## config.mk

```make
export PLATFORM = sky130hd
export DESIGN_NAME = servant_mtimer
export DESIGN_NICKNAME = d
export VERILOG_FILES = /design/src/rtl/servant_mtimer.sv
export SDC_FILE = /design/constraint.sdc
export NUM_CORES = 1
export LEC_CHECK = 0
export ABC_CLOCK_PERIOD_IN_PS = 9090
export BUFFER_PORTS_ARGS = -buffer_cell sky130_fd_sc_hd__buf_4
export CAP_MARGIN = 20
export CORE_MARGIN = 1
export CORE_UTILIZATION = 42
export CTS_CLUSTER_SIZE = 8
export DETAILED_ROUTE_END_ITERATION = 8
export PLACE_DENSITY_LB_ADDON = 0.2
export SLEW_MARGIN = 15
export SYNTH_ARGS = -nofsm -noshare
export SYNTH_HDL_FRONTEND = slang
export SYNTH_SLANG_ARGS = --single-unit
```

## constraint.sdc

```tcl
create_clock -name i_clk -period 9.09 [get_ports i_clk]
set_clock_uncertainty 0.05 [all_clocks]
set_input_delay 1.818 -clock i_clk [delete_from_list [all_inputs] [get_ports i_clk]]
set_output_delay 1.818 -clock i_clk [all_outputs]
set_load 0.05 [all_outputs]
```

## src/rtl/servant_mtimer.sv

```systemverilog
// RISC-V machine timer: 64-bit mtime/mtimecmp behind a 32-bit Wishbone slave.
// Reading mtime[31:0] snapshots mtime[63:32] so that a following hi read is coherent.
module servant_mtimer #(
    parameter int unsigned DIV = 1
) (
    input  logic        i_clk,
    input  logic        i_rst,
    input  logic        i_wb_cyc,
    input  logic        i_wb_we,
    input  logic [1:0]  i_wb_adr,
    input  logic [31:0] i_wb_dat,
    input  logic [3:0]  i_wb_sel,
    output logic [31:0] o_wb_dat,
    output logic        o_wb_ack,
    output logic        o_mtip
);

    localparam int unsigned PW = 16;
    localparam logic [PW-1:0] PMAX = PW'(DIV - 1);

    logic [PW-1:0] pcnt_q, pcnt_d;
    logic [63:0]   mtime_q, mtime_d;
    logic [63:0]   mtimecmp_q, mtimecmp_d;
    logic [31:0]   shadow_q, shadow_d;
    logic [31:0]   dat_q, dat_d;
    logic          ack_q, ack_d;
    logic          mtip_q, mtip_d;

    logic          accept;
    logic          tick;
    logic [31:0]   rdata;

    function automatic logic [31:0] merge_bytes(input logic [31:0] old_val,
                                                input logic [31:0] new_val,
                                                input logic [3:0]  sel);
        logic [31:0] res;
        res = old_val;
        for (int unsigned i = 0; i < 4; i++) begin
            if (sel[i]) res[8*i +: 8] = new_val[8*i +: 8];
        end
        return res;
    endfunction

    always_comb begin
        accept = i_wb_cyc & ~ack_q;
        tick   = (pcnt_q == PMAX);

        unique case (i_wb_adr)
            2'd0:    rdata = mtime_q[31:0];
            2'd1:    rdata = shadow_q;
            2'd2:    rdata = mtimecmp_q[31:0];
            default: rdata = mtimecmp_q[63:32];
        endcase

        pcnt_d     = tick ? '0 : pcnt_q + PW'(1);
        mtime_d    = mtime_q + 64'(tick);
        mtimecmp_d = mtimecmp_q;
        shadow_d   = shadow_q;

        // An mtime write replaces the incremented value outright, so the
        // untouched half keeps its pre-edge value with no carry.
        if (accept && i_wb_we) begin
            unique case (i_wb_adr)
                2'd0: begin
                    mtime_d = {mtime_q[63:32], merge_bytes(mtime_q[31:0], i_wb_dat, i_wb_sel)};
                    pcnt_d  = '0;
                end
                2'd1: begin
                    mtime_d = {merge_bytes(mtime_q[63:32], i_wb_dat, i_wb_sel), mtime_q[31:0]};
                    pcnt_d  = '0;
                end
                2'd2: mtimecmp_d[31:0]  = merge_bytes(mtimecmp_q[31:0], i_wb_dat, i_wb_sel);
                default: mtimecmp_d[63:32] = merge_bytes(mtimecmp_q[63:32], i_wb_dat, i_wb_sel);
            endcase
        end

        if (accept && !i_wb_we && (i_wb_adr == 2'd0)) shadow_d = mtime_q[63:32];

        dat_d  = accept ? rdata : dat_q;
        ack_d  = accept;
        mtip_d = (mtime_q >= mtimecmp_q);
    end

    always_ff @(posedge i_clk or posedge i_rst) begin
        if (i_rst) begin
            pcnt_q     <= '0;
            mtime_q    <= '0;
            mtimecmp_q <= '1;
            shadow_q   <= '0;
            dat_q      <= '0;
            ack_q      <= 1'b0;
            mtip_q     <= 1'b0;
        end else begin
            pcnt_q     <= pcnt_d;
            mtime_q    <= mtime_d;
            mtimecmp_q <= mtimecmp_d;
            shadow_q   <= shadow_d;
            dat_q      <= dat_d;
            ack_q      <= ack_d;
            mtip_q     <= mtip_d;
        end
    end

    assign o_wb_dat = dat_q;
    assign o_wb_ack = ack_q;
    assign o_mtip   = mtip_q;

endmodule
```

==> results of run 1 <==
report_power, final:
part           total [W]  switching (W)  internal [W]
clock            0.00105       0.000416      0.000630
sequential       0.00151       0.000269       0.00124
combinational    0.00123       0.000699      0.000529
cell families (layout without fill, tap and decap cells):
family,Yosys count,in the layout,share of synthesized area [%]
flops,210,210,43.2
mux,151,151,16.6
fa+ha+maj,68,68,6.89
simple gates,397,397,16.7
xor+xnor,10,10,0.709
compound gates,229,229,11.9
buf+inv,128,221,3.96
how the worst max path moves through the flow:
stage,to,slack [ns]
6_report,mtime_q[62],4.66
5_1_grt,mtime_q[58],4.31
4_1_cts,mtime_q[62],4.79
3_5_place_dp,mtime_q[10],4.56
3_3_place_gp,mtime_q[10],4.60
2_1_floorplan,mtime_q[0],1.59
through the flow:
step / cell area (um^2) / setup slack [ns]
floorplan: 12400 / 1.59
global placement: 13300 / 4.60
detailed placement: 13300 / 4.56
CTS: 14200 / 4.79
global route: 14200 / 4.31
finish: 14200 / 4.66
routing by layer:
layer	vias up	part of all wire (%)	global-route usage [%]
met3	75	6.0	3.93
met2	310	45	36.0
li1	4563	-	-
met4	0	3.1	7.49
met1	4888	46	33.2
met5	-	0	0
critical path: stages (launching register included):
cell and delay (ns):
dfrtp_1 0.41, nor4_1 0.30, nand3_1 0.12, nor2_1 0.13
ha_1 0.28, ha_1 0.31, nand4_2 0.20, nor4_4 0.61
nand4_1 0.82, nor2_1 0.73, a211oi_1 0.15, a311oi_1 0.22
area by class of cell:
| type | instances | area share (%) |
|---|---|---|
| multi-input combinational | 855 | 46.2 |
| sequential | 210 | 37.6 |
| clock buffer | 55 | 6.11 |
| timing repair buffer | 82 | 4.34 |
| tap | 384 | 3.39 |
| inverter | 83 | 2.25 |
| clock inverter | 1 | 0.0353 |
cells in the final DEF (no fill, tap or decap), types with 5 or more instances in the layout:
cell type and instances:
mux2_2 113, inv_1 82, nand4_1 35, dfstp_2 64, and2_1 10, o21a_1 8
a21o_1 14, and3_1 28, nand2_1 91, or2_2 5, buf_4 82, nand3_1 41
a21oi_1 68, nor2_1 98, o221a_2 6, dfrtp_1 146, mux2i_1 6, or3_1 6
o22ai_1 7, a211o_1 6, mux4_2 32, a211oi_1 18, a31oi_1 8, clkbuf_16 31
clkbuf_1 24, o21ai_0 50, nor3_1 31, a311oi_1 7, o31ai_1 7, xor2_1 7
nor4_1 14, ha_1 68, and4_1 8
flip-flops by register name, indices dropped and copies added (netlist names):
signal and count:
mtime_q 64, mtimecmp_q 64, o_mtip 1, o_wb_ack 1, o_wb_dat 32, pcnt_q 16
shadow_q 32
==> flow_summary.yaml, run 1 <==
worst_hold_path:
  hold_start: "shadow_q[17]"
  hold_path.class: "reg2reg"
  min_to: "shadow_q[17]"
  hold_depth: 2
yosys:
  synth-seq-cells: 210
  ys.flop_type: "dfrtp_1"
  synth_cells: 1193
  avgSynthCellArea_um2: 10.4
  yosys_warnings: 0
  syn_nets: 1303
  synthDistinctLibCells: 67
  yosysSeqAreaShare_pct: 43.2
  synth_top_area_share_pct: 29.6
  synth-edff-count: 0
  yosys-top-cells-count: "dfrtp_1, mux2_2, nor2_1"
  post-synth-top-count-cell: "dfrtp_1"
  async_reset_ff_share_pct: 100
  synth.cell_area_um2: 12400
  synth_top_area_cell: "dfrtp_1"
  synthTopCellsByArea: "dfrtp_1, dfstp_2, mux2_2"
clock_network:
  path_clk_slew_ns: 0.06
  insertion_delay_ns: 0.55
  postCtsHoldBufs: 0
  cts_resized: 0
  post_cts_buffers: 0
  cts-buffers-inserted: 30
  clockBufferDepth: 3
  cts_tree: "yes"
  cts-root-buf: "clkbuf_16"
  htree_num_levels: 1
  clock-sinks: 210
timing:
  slew_headroom_pct: 32.4
  whs_ns: 0.434
  finalCriticalPeriod_ns: 4.43
  rsz0062_at_grt: "no"
  fmaxAchievable_mhz: 226
  slew_violations: 0
  finalCritPeriodShare_pct: 48.7
  setup_violations: 0
  worst_pin_slew_ns: 1.01
  hold_viol_final: 0
  fin_setup_tns_ns: 0
final_layout:
  insertedDiodeCount: 0
  final_util_pct: 49.1
  nets: 1372
  multi_input_area_um2: 6560
  seqCellArea_um2: 5340
  fin_cells: 1670
  syn2layout_area_growth_pct: 14.8
  drive_above_1_share_pct: 27.2
  fillers: 2688
power:
  power_w: 0.00378
  power_density_nw_per_um2: 267
  p_leak_nw: 5.96
  ir_worst_vdd_mv: 0.147
global_route:
  globalRouteOverflowTotal: 0
  grt_pass1_wl_um: 55500
  grt_max_degree: 139
  grt_pass1_vias: 9704
  antenna_found_initial: 1
  grt_usage_pct: 23.3
worst_setup_path:
  arrival_ns: 4.84
  timing.rr.start: "pcnt_q[7]"
  worstPathRequired_ns: 9.50
  r2r_slack_ns: 4.66
  setup.worst_path.class: "reg2reg"
  worstSetupEndpointType: "flop"
  reg2reg_depth: 11
  critPathLaunch: "pcnt_q[7]"
  worst-path-max-fanout: 11
  cp-start-kind: "flop"
  r2r_end: "mtime_q[62]"
placed_design:
  hpwl_um: 24200
  dp_cells: 1614
  portBuffers: 75
  gp_congestion: 0.860
route:
  routedWlPerCell_um: 20.7
  wl_um: 34600
  vias: 9836
  drt-vias-per-instance: 5.89
  firstDrtPassIters: 5
  drc_errors: 0
  initialDrtViolationCount: 665
  antenna_left: 0
floorplanning:
  dieArea_um2: 30100
  initial_utilization_pct: 42.8
  core_area_um2: 28900
  dieWidth_um: 174
  die_h_um: 174
  core.rowCount: 62
  io_pins: 76
flow_run:
  drv_cap: 0
status:
  outcome: "finished clean"
Note: power is estimated with default switching activity, not from simulation.
==> run 2, diff against run 1 <==
ABC_AREA = 1   (was not set)
ABC_CLOCK_PERIOD_IN_PS = 4300   (was 9090)
clock period = 4.3 ns   (was 9.09 ns; I/O delays follow)
==> flow_summary.yaml, run 2 <==
clock_network:
  postCtsHoldBufs: 0
  cts-root-buf: "clkbuf_16"
  cts_resized: 0
  clock-sinks: 210
  clockBufferDepth: 3
  htree_num_levels: 1
  cts_tree: "yes"
  cts-buffers-inserted: 30
  insertion_delay_ns: 0.55
  path_clk_slew_ns: 0.05
  post_cts_buffers: 0
floorplanning:
  dieWidth_um: 178
  core_area_um2: 30500
  io_pins: 76
  core.rowCount: 64
  initial_utilization_pct: 42.6
  dieArea_um2: 31600
  die_h_um: 178
route:
  wl_um: 43400
  routedWlPerCell_um: 19.6
  antenna_left: 0
  drt-vias-per-instance: 5.46
  drc_errors: 0
  initialDrtViolationCount: 1076
  vias: 12119
  firstDrtPassIters: 5
global_route:
  grt_busiest_layer: "met2"
  antenna_found_initial: 0
  grt_pass1_vias: 11694
  grt_usage_pct: 28.0
  use_met1_pct: 39.1
  grt_max_degree: 105
  grt_util_met3_pct: 3.66
  gr-usage-met2_pct: 45.3
  globalRouteOverflowTotal: 0
  grt_pass1_wl_um: 67200
worst_setup_path:
  cp-start-kind: "flop"
  r2r_slack_ns: 1.35
  worstSetupEndpointType: "flop"
  r2r_end: "mtime_q[54]"
  worstPathRequired_ns: 4.70
  setup.worst_path.class: "reg2reg"
  timing.rr.start: "pcnt_q[9]"
  reg2reg_depth: 15
  worst-path-max-fanout: 7
  arrival_ns: 3.35
timing:
  fmaxAchievable_mhz: 339
  slew_headroom_pct: 36.6
  slew_violations: 0
  fin_setup_tns_ns: 0
  finalCritPeriodShare_pct: 68.7
  setup_violations: 0
  hold_viol_final: 0
  rsz0062_at_grt: "no"
  layout_setup_ws_ns: 1.35
  worst_pin_slew_ns: 0.948
  finalCriticalPeriod_ns: 2.95
  whs_ns: 0.392
placed_design:
  portBuffers: 75
  hpwl_um: 32200
  gp_congestion: 1.00
  pre_cts_slack_ns: 1.34
  dp_cells: 2163
yosys:
  post-synth-top-count-cell: "nand2_1"
  synth-edff-count: 0
  ys.flop_type: "dfrtp_1"
  syn_nets: 1834
  synth_top_area_share_pct: 28.1
  synth-seq-cells: 210
  yosys_warnings: 0
  synthTopCellsByArea: "dfrtp_1, nand2_1, dfstp_2"
  async_reset_ff_share_pct: 100
  yosys-top-cells-count: "nand2_1, inv_1, o21ai_0"
  synth_cells: 1724
  synth.cell_area_um2: 13000
  synth_top_area_cell: "dfrtp_1"
  yosysSeqAreaShare_pct: 41.1
  synthDistinctLibCells: 45
  avgSynthCellArea_um2: 7.53
final_layout:
  final_util_pct: 48.8
  top_regs: "mtime_q: 64 flops, mtimecmp_q: 64 flops"
  nets: 1909
  syn2layout_area_growth_pct: 14.6
  insertedDiodeCount: 0
  final_cell_mix: "nand2_1, inv_1, o21ai_0"
  layout_commonest_cell: "nand2_1"
  fin_cells: 2219
  drive_above_1_share_pct: 13.9
status:
  outcome: "finished clean"
power:
  ir_worst_vdd_mv: 0.311
  power_density_nw_per_um2: 518
  p_leak_nw: 6.76
flow_run:
  drv_cap: 0
worst_hold_path:
  hold_path.class: "in2async"
run 2: power breakdown:
group	total, W	internal [W]	switching, W
clock	0.00224	0.00133	0.000905
sequential	0.00312	0.00260	0.000515
combinational	0.00235	0.000829	0.00153
total	0.00771	0.00477	0.00295
run 2: logic make-up (layout without fill, tap and decap cells):
family | count (synthesis) | in the layout | synth area share [%]
mux | 5 | 5 | 0.434
buf+inv | 246 | 345 | 7.34
fa+ha+maj | 68 | 68 | 6.55
flops | 210 | 210 | 41.1
xor+xnor | 43 | 43 | 2.90
simple gates | 804 | 804 | 26.3
compound gates | 348 | 348 | 15.4
run 2: per-stage QoR:
stage,total power (W),area (um^2)
floorplan,0.00464,13000
global placement,0.00541,14000
detailed placement,0.00547,14000
CTS,0.00774,14900
global route,0.00823,14900
finish,0.00771,14900
run 2: worst max path at each step:
stage                      startpoint           end  slack (ns)
final                       pcnt_q[9]   mtime_q[54]        1.35
after floorplan                 i_rst    mtime_q[0]        0.71
after global placement    i_wb_adr[1]  shadow_q[16]        1.39
after detailed placement  i_wb_adr[1]  shadow_q[14]        1.34
after CTS                   pcnt_q[5]   mtime_q[54]        1.36
after global routing        pcnt_q[9]   mtime_q[40]        1.03
run 2: critical path, stage by stage, from the launching register on:
cell and delay (ns):
dfrtp_1 0.44, nor4_1 0.33, nand2_1 0.11, nor2_1 0.15, ha_1 0.30, ha_1 0.25, nand2_2 0.08, nor2_4 0.19
nand2_2 0.10, nor2_2 0.15, nand2_2 0.13, nor2_4 0.18, nand3_1 0.12, xor2_1 0.16, nand2_1 0.05, nand2_1 0.05
run 2: per-layer routing:
layer	part of all wire, %	vias up
met5	0	-
met4	2.1	0
met3	6.4	57
met2	46	445
met1	46	5774
li1	-	5843
run 2: layout make-up:
| type | count | area, um^2 |
|---|---|---|
| repair buffers | 91 | 721 |
| clock inverters | 1 | 7.51 |
| clock buffers | 55 | 866 |
| multi-input cells | 1268 | 6710 |
| inverters | 198 | 747 |
| fillers | 3079 | 15600 |
| well taps | 396 | 495 |
| flip-flops and latches | 210 | 5340 |
